## config.mk

```make
export PLATFORM = sky130hd
export DESIGN_NAME = core_csr_file
export DESIGN_NICKNAME = d
export VERILOG_FILES = /design/src/rtl/core_csr_file.sv
export SDC_FILE = /design/constraint.sdc
export NUM_CORES = 1
export LEC_CHECK = 0
export ABC_AREA = 0
export ABC_CLOCK_PERIOD_IN_PS = 5030
export CAP_MARGIN = 15
export CORE_MARGIN = 2
export CORE_UTILIZATION = 45
export CTS_CLUSTER_DIAMETER = 50
export DETAILED_ROUTE_END_ITERATION = 7
export PLACE_DENSITY = 0.68
export SETUP_SLACK_MARGIN = 0.02
export SLEW_MARGIN = 10
export SYNTH_ARGS = -nofsm -noshare
export SYNTH_HDL_FRONTEND = slang
export SYNTH_SLANG_ARGS = --single-unit
export TNS_END_PERCENT = 1
```

## constraint.sdc

```tcl
create_clock -name clk -period 5.03 [get_ports clk]
set_input_delay 1.006 -clock clk [delete_from_list [all_inputs] [get_ports clk]]
set_output_delay 1.006 -clock clk [all_outputs]
set_load 0.005 [all_outputs]
```

## src/rtl/core_csr_file.sv

```systemverilog
// Machine-mode CSR file for the LETC core: trap/MRET state, mtvec/mscratch, and the
// 64-bit cycle and instret counters, read combinationally through stage 2's CSR port.
module core_csr_file #(
    parameter logic [31:0] MHARTID    = 32'h0,
    parameter logic [31:0] MISA_VALUE = 32'h4000_1100
) (
    input  logic        clk,
    input  logic        rst,

    input  logic [11:0] csr_sel,
    input  logic [31:0] csr_wd,
    input  logic        csr_we,
    output logic [31:0] csr_data_out,
    output logic        csr_illegal,

    input  logic        instret_inc,

    input  logic        trap_en,
    input  logic [31:0] trap_cause,
    input  logic [31:0] trap_pc,
    input  logic [31:0] trap_tval,
    input  logic        mret_en,

    output logic [31:0] mtvec_out,
    output logic [31:0] mepc_out,
    output logic        mie_out
);

    localparam logic [11:0] AddrMstatus   = 12'h300;
    localparam logic [11:0] AddrMisa      = 12'h301;
    localparam logic [11:0] AddrMtvec     = 12'h305;
    localparam logic [11:0] AddrMscratch  = 12'h340;
    localparam logic [11:0] AddrMepc      = 12'h341;
    localparam logic [11:0] AddrMcause    = 12'h342;
    localparam logic [11:0] AddrMtval     = 12'h343;
    localparam logic [11:0] AddrMcycle    = 12'hB00;
    localparam logic [11:0] AddrMinstret  = 12'hB02;
    localparam logic [11:0] AddrMcycleh   = 12'hB80;
    localparam logic [11:0] AddrMinstreth = 12'hB82;
    localparam logic [11:0] AddrCycle     = 12'hC00;
    localparam logic [11:0] AddrInstret   = 12'hC02;
    localparam logic [11:0] AddrCycleh    = 12'hC80;
    localparam logic [11:0] AddrInstreth  = 12'hC82;
    localparam logic [11:0] AddrMhartid   = 12'hF14;

    logic        mie_q, mie_d;
    logic        mpie_q, mpie_d;
    logic [31:0] mtvec_q, mtvec_d;
    logic [31:0] mscratch_q, mscratch_d;
    logic [31:0] mepc_q, mepc_d;
    logic [31:0] mcause_q, mcause_d;
    logic [31:0] mtval_q, mtval_d;
    logic [63:0] mcycle_q, mcycle_d;
    logic [63:0] minstret_q, minstret_d;

    logic        csr_known;
    logic        csr_read_only;
    logic [31:0] csr_rdata;
    logic        wr_en;

    // mepc is word aligned, so the low trap_pc bits are dropped by design.
    logic        unused_trap_pc_lsbs;
    assign unused_trap_pc_lsbs = ^trap_pc[1:0];

    // ---------------------------------------------------------------
    // Read decode
    // ---------------------------------------------------------------
    always_comb begin
        csr_known = 1'b1;
        csr_rdata = 32'h0;
        case (csr_sel)
            AddrMstatus:   csr_rdata = {19'h0, 2'b11, 3'b000, mpie_q, 3'b000, mie_q, 3'b000};
            AddrMisa:      csr_rdata = MISA_VALUE;
            AddrMtvec:     csr_rdata = mtvec_q;
            AddrMscratch:  csr_rdata = mscratch_q;
            AddrMepc:      csr_rdata = mepc_q;
            AddrMcause:    csr_rdata = mcause_q;
            AddrMtval:     csr_rdata = mtval_q;
            AddrMcycle,
            AddrCycle:     csr_rdata = mcycle_q[31:0];
            AddrMcycleh,
            AddrCycleh:    csr_rdata = mcycle_q[63:32];
            AddrMinstret,
            AddrInstret:   csr_rdata = minstret_q[31:0];
            AddrMinstreth,
            AddrInstreth:  csr_rdata = minstret_q[63:32];
            AddrMhartid:   csr_rdata = MHARTID;
            default:       csr_known = 1'b0;
        endcase
    end

    assign csr_read_only = (csr_sel[11:10] == 2'b11);
    assign csr_illegal   = !csr_known || (csr_we && csr_read_only);
    assign csr_data_out  = csr_illegal ? 32'h0 : csr_rdata;
    assign wr_en         = csr_we && !csr_illegal;

    // ---------------------------------------------------------------
    // Next state
    // ---------------------------------------------------------------
    always_comb begin
        mie_d      = mie_q;
        mpie_d     = mpie_q;
        mtvec_d    = mtvec_q;
        mscratch_d = mscratch_q;
        mepc_d     = mepc_q;
        mcause_d   = mcause_q;
        mtval_d    = mtval_q;

        // A write to either counter half suppresses that counter's increment.
        if (wr_en && csr_sel == AddrMcycle) begin
            mcycle_d = {mcycle_q[63:32], csr_wd};
        end else if (wr_en && csr_sel == AddrMcycleh) begin
            mcycle_d = {csr_wd, mcycle_q[31:0]};
        end else begin
            mcycle_d = mcycle_q + 64'd1;
        end

        if (wr_en && csr_sel == AddrMinstret) begin
            minstret_d = {minstret_q[63:32], csr_wd};
        end else if (wr_en && csr_sel == AddrMinstreth) begin
            minstret_d = {csr_wd, minstret_q[31:0]};
        end else begin
            minstret_d = minstret_q + {63'h0, instret_inc};
        end

        if (wr_en && csr_sel == AddrMtvec) begin
            mtvec_d = {csr_wd[31:2], 1'b0, csr_wd[0]};
        end
        if (wr_en && csr_sel == AddrMscratch) begin
            mscratch_d = csr_wd;
        end

        // Trap beats MRET beats software writes on the state they share.
        if (trap_en) begin
            mepc_d   = {trap_pc[31:2], 2'b00};
            mcause_d = trap_cause;
            mtval_d  = trap_tval;
            mpie_d   = mie_q;
            mie_d    = 1'b0;
        end else begin
            if (mret_en) begin
                mie_d  = mpie_q;
                mpie_d = 1'b1;
            end else if (wr_en && csr_sel == AddrMstatus) begin
                mie_d  = csr_wd[3];
                mpie_d = csr_wd[7];
            end

            if (wr_en && csr_sel == AddrMepc) begin
                mepc_d = {csr_wd[31:2], 2'b00};
            end
            if (wr_en && csr_sel == AddrMcause) begin
                mcause_d = csr_wd;
            end
            if (wr_en && csr_sel == AddrMtval) begin
                mtval_d = csr_wd;
            end
        end
    end

    // ---------------------------------------------------------------
    // State registers
    // ---------------------------------------------------------------
    always_ff @(posedge clk) begin
        if (rst) begin
            mie_q      <= 1'b0;
            mpie_q     <= 1'b0;
            mtvec_q    <= 32'h0;
            mscratch_q <= 32'h0;
            mepc_q     <= 32'h0;
            mcause_q   <= 32'h0;
            mtval_q    <= 32'h0;
            mcycle_q   <= 64'h0;
            minstret_q <= 64'h0;
        end else begin
            mie_q      <= mie_d;
            mpie_q     <= mpie_d;
            mtvec_q    <= mtvec_d;
            mscratch_q <= mscratch_d;
            mepc_q     <= mepc_d;
            mcause_q   <= mcause_d;
            mtval_q    <= mtval_d;
            mcycle_q   <= mcycle_d;
            minstret_q <= minstret_d;
        end
    end

    assign mtvec_out = mtvec_q;
    assign mepc_out  = mepc_q;
    assign mie_out   = mie_q;

endmodule

```

## After elaboration in Yosys (flattened, before gate mapping)

Index checks and enable logic that the tools add are counted.

- Input port bits: 146
- Flip-flop bits (word level): 287

- Equal/unequal tests: 19
- Muxes and demuxes: 18
- $add $sub $neg: 2
- Reductions and logical operators: 26

Operators by type and width:

| cell | number |
|---|---|
| $pmux 32 s11 | 1 |
| $mux 32 | 9 |
| $mux 64 | 2 |
| $eq 12x12->1 const B | 9 |
| $eq 12x10->1 const B | 7 |
| $add 64x1->64 | 1 |
| $add 64x1->64 const B | 1 |
| $reduce_or 16->1 | 1 |
| $logic_and 1x1->1 | 12 |
| $reduce_or 2->1 | 5 |
| $reduce_bool 2->1 | 4 |
| $mux 1 | 6 |
| $ne 2x2->1 const B | 2 |
| $reduce_bool 3->1 | 1 |
| $eq 2x2->1 const B | 1 |
| $logic_not 1->1 | 2 |
| $logic_or 1x1->1 | 1 |

## Depth between registers and ports, before layout

- Depth in word-level cells: 11
- Depth in mapped cells: 10
- Mapped depth without buffers: 8

## Worst setup path before layout

Ideal clock, no wire load.

- Kind: input to output
- Start point: in csr_sel[0]
- End point: out csr_data_out[17]
- Cell stages on the path: 8
- Path slack: 0.939 ns
- Data required time: 4.024 ns
- Arrival: 3.085 ns
- Cell sequence: clkbuf_1 > or4_1 > clkbuf_1 > a2111oi_0 > clkbuf_1 > a22o_1 > a221oi_1 > a31oi_1

- Word-level cells in the longest chain between the ends: 6
- Elaborated cells on any way between the ends: 26
- Those cells by class: 16 x eq/ne; 3 x mux; 7 x reduce/logical

RTL lines:

| what | line | text |
|---|---|---|
| start, declared | 10 | `input logic [11:0] csr_sel,` |
| $eq 12x12->1 or $eq 12x10->1 (tied branches) | 71 | `case (csr_sel)` |
| $reduce_or 16->1 (no line) | n/a |  |
| $mux 1 | 71 |  |
| $logic_not 1->1 | 93 | `assign csr_illegal = !csr_known \|\| (csr_we && csr_read_only);` |
| $logic_or 1x1->1 | 93 |  |
| $mux 32 * | 94 | `assign csr_data_out = csr_illegal ? 32'h0 : csr_rdata;` |
| end, declared | 13 | `output logic [31:0] csr_data_out,` |

Mark *: on every way between the ends. The rest lies on a longest branch, timed or not.

## Final worst setup path

- Start point: in csr_sel[3]
- End point: out csr_data_out[10]

The elaborated chain is that of the path after synthesis.

==> results by group <==
Timing
  • Final setup TNS: 0 ns
  • Crit path time final: 4.934 ns
  • Final Hold Viols: 0
  • Hold Slack: 0.4558 ns
  • RSZ-0062 raised after global routing: false
  • Setup ws final: 0.09578 ns
  • Post-route clock period utilization: 98.10%
  • Final setup fails: 0
  • Skew final: 0.02378 ns
  • FMAX: 202.7 MHz
  • Fin. max-slew vios: 0
  • Worst-margin pin slew: 1.163 ns
  • Rel. slew slack: 21.86%

GRT
  • Initial antenna violation count: 4
  • Grt ovf: 0
  • Largest net degree at the start of global routing: 92
  • GR Util All Layers: 38.55%
  • First-pass GRT wire length: 113.8 mm
  • Vias in the first global route: 17,600

Worst setup path
  • Setup crit end kind: primary output
  • Crit-path max FO: 21
  • Worst EP required: 4.02 ns
  • CP max stage cell: clkdlybuf4s50_1
  • CP bufs+invs: 5
  • CP Launch Type: input pin
  • Worst path top cell family by delay: buffers and inverters
  • Worst Setup Path Type: in2out
  • Cells along the critical path: clkdlybuf4s50_1, buf_4, or3b_1, buf_4, o21ai_0, a221oi_1, buf_4, a21oi_1, clkdlybuf4s50_1
  • Crit-path most repeated cell: buf_4
  • CP arrival: 3.93 ns
  • Critical Path Max Stage Delay: 0.56 ns

Floorplanning
  • Core area: 37,580 um^2
  • Die Wd: 199.0 um
  • Die footprint: 39,610 um^2
  • I/O pins: 244
  • Num rows: 71
  • DIE HEIGHT: 199.0 um
  • Initial Util: 45.54%

Final layout
  • Share of cells above drive strength 1: 12.60%
  • Area Growth Syn to Fin: 27.26%
  • Commonest non-fill, non-tap cell in the layout: nand2_1
  • Final Cell Area: 21,780 um^2
  • Final nets: 2,482
  • Final std cells w/o fill: 2,877
  • Most frequent cells in the layout: 294 x nand2_1, 287 x dfxtp_1, 233 x clkdlybuf4s50_1, 191 x nor2_1, 158 x mux2i_1

Power
  • Leakage: 7.435 nW
  • Combinational fraction of design power: 8.9%
  • Pwr/cell area: 283.1 nW/um^2
  • Clock share of power: 52.7%
  • VDD IR max: 0.2295 mV
  • P_int: 4.633 mW
  • Sw Pwr: 1.533 mW
  • Fraction of power consumed by sequential logic: 38.4%
  • Sw Share: 24.86%

Clock network
  • Cts bufs inserted: 41
  • Clock latency on the worst-skew pair: 0.59 ns
  • CTS tree: built
  • CTS sink count: 287
  • CTS clk-pin slew, worst paths: 0.06 ns
  • Root Buffer: clkbuf_16
  • Clock buffer depth: 3
  • H-tree depth: 2
  • Post-CTS Hold Buffers: 0

Synthesis
  • Mapped Cells: 2,157
  • Syn. warnings: 0
  • Number of synthesized flops with an enable pin: 0
  • Mapped Area: 17,110 um^2
  • Ys flop type: dfxtp_1
  • Syn_area_per_cell: 7.934 um^2
  • Sequential area share after synthesis: 33.57%
  • Seq cells post-synth: 287
  • Number of distinct library cells after synthesis: 81
  • Async SR Flop Fraction: 0%

Placement
  • Routability Congestion: 1.020
  • PortBufs: 238
  • Dpl ws: -0.04088 ns
  • DP HPWL: 55.68 mm
  • Placed instance area: 20,190 um^2
  • Cell count after placement: 2,799

Drt
  • Via density: 6.579
  • Routed vias: 18,930
  • Drt wl/cell: 26.90 um
  • Post-DRT Antenna Nets: 0
  • # DRC: 0
  • DRT iter0 DRCs: 2,884
  • Initial DRT Pass Iterations: 7
  • DRT Wirelength: 77.38 mm

Run
  • # Max-Cap Violations: 0

Run status
  • Outcome: finished clean

Worst hold path
  • Min-delay worst type: reg2reg
[power by group through the flow]
stage	Combinational, mW	Sequential [mW]	Clock (mW)
5_1_grt	0.567	2.37	3.35
2_1_floorplan	0.256	2.40	0
3_3_place_gp	0.520	2.41	0
3_5_place_dp	0.529	2.42	0
4_1_cts	0.532	2.37	3.26
6_report	0.547	2.37	3.25
[metrics by stage]
| step | power [mW] | util [%] |
|---|---|---|
| after floorplan | 2.652 | - |
| after global placement | 2.935 | 53.74 |
| after detailed placement | 2.944 | 53.74 |
| after CTS | 6.160 | 57.89 |
| after global routing | 6.289 | 57.96 |
| final | 6.166 | 57.96 |
[registers in the layout, summed over array words and instances, names as in the netlist]
signal,flops
mcause_q,32
mcycle_q,64
mepc_out,30
mie_out,1
minstret_q,64
mpie_q,1
mscratch_q,32
mtval_q,32
mtvec_out,31
[routing by layer]
layer	vias to the layer above	global-route usage, %	wire, um
met2	1324	54.52	31830
met4	6	23.38	5327
met1	8976	53.12	30670
met3	255	8.562	9512
met5	-	0	42
li1	8368	-	-
[final cells by class]
type,count,area (um^2)
Fill cell,3363,15800
Clock buffer,55,1170
Timing Repair Buffer,339,3222
Antenna cell,1,2.502
Tap cell,511,639.4
Sequential cell,287,5746
Clock inverter,20,356.6
Inverter,20,75.07
Multi-Input combinational cell,1644,10570
[worst paths after layout]
kind | from | to | slack, ns | cells after the start
setup / recovery | csr_sel[3] | csr_data_out[10] | 0.1 | 9
hold / removal | mscratch_q[31] | mscratch_q[31] | 0.46 | 2
setup reg to reg | minstret_q[0] | minstret_q[40] | 1.75 | 8
hold reg to reg | mscratch_q[31] | mscratch_q[31] | 0.46 | 2
[worst min-delay path: cells and delay by family (launching register included)]
kind,cells,cell delay [ns]
flops,1,0.31
simple gates,1,0.05
compound gates,1,0.05
[cells in the mapped netlist (4+ instances only)]
cell type	n	area, um^2
nor3b_1	4	30.03
mux2i_1	158	1582
nor2_1	195	732.0
clkbuf_1	147	551.8
or4b_1	4	40.04
nand2b_1	4	25.02
dfxtp_1	287	5746
buf_2	40	200.2
a21oi_1	153	765.7
o22ai_1	10	62.56
nand3_1	89	445.4
nor3_1	45	225.2
or2_2	7	43.79
xor2_1	6	52.55
a21o_1	5	37.54
nand4_1	36	225.2
mux2_2	82	923.4
xnor2_1	5	43.79
a32oi_1	8	70.07
buf_1	16	60.06
inv_1	19	71.32
a221oi_1	41	359.1
a22oi_1	57	427.9
and2_1	9	56.30
a222oi_1	30	300.3
nor4_1	29	181.4
buf_4	4	30.03
or4_1	23	172.7
o31a_1	8	70.07
nand3b_1	4	30.03
mux2_1	32	360.4
and3_1	23	143.9
o21ai_0	75	375.4
or3_1	37	231.5
o211ai_1	23	172.7
a31oi_1	69	431.7
nand2_1	294	1104
[repair_timing]
action,CTS,global route
setup buffers,2,0
setup endpoints to repair,5,19
resized for setup,2,6
[cells by family after synthesis]
group | Yosys count | synth area share (%)
AOI/OAI and AO/OA | 516 | 19.93
DFF | 287 | 33.57
other | 1 | 0.02191
and+or+nand+nor | 839 | 23.56
adders and majority gates | 3 | 0.2194
buffers and inverters | 228 | 5.388
xor gates and xnor gates | 11 | 0.5629
muxes | 272 | 16.74
(Power assumes the default switching activity.)
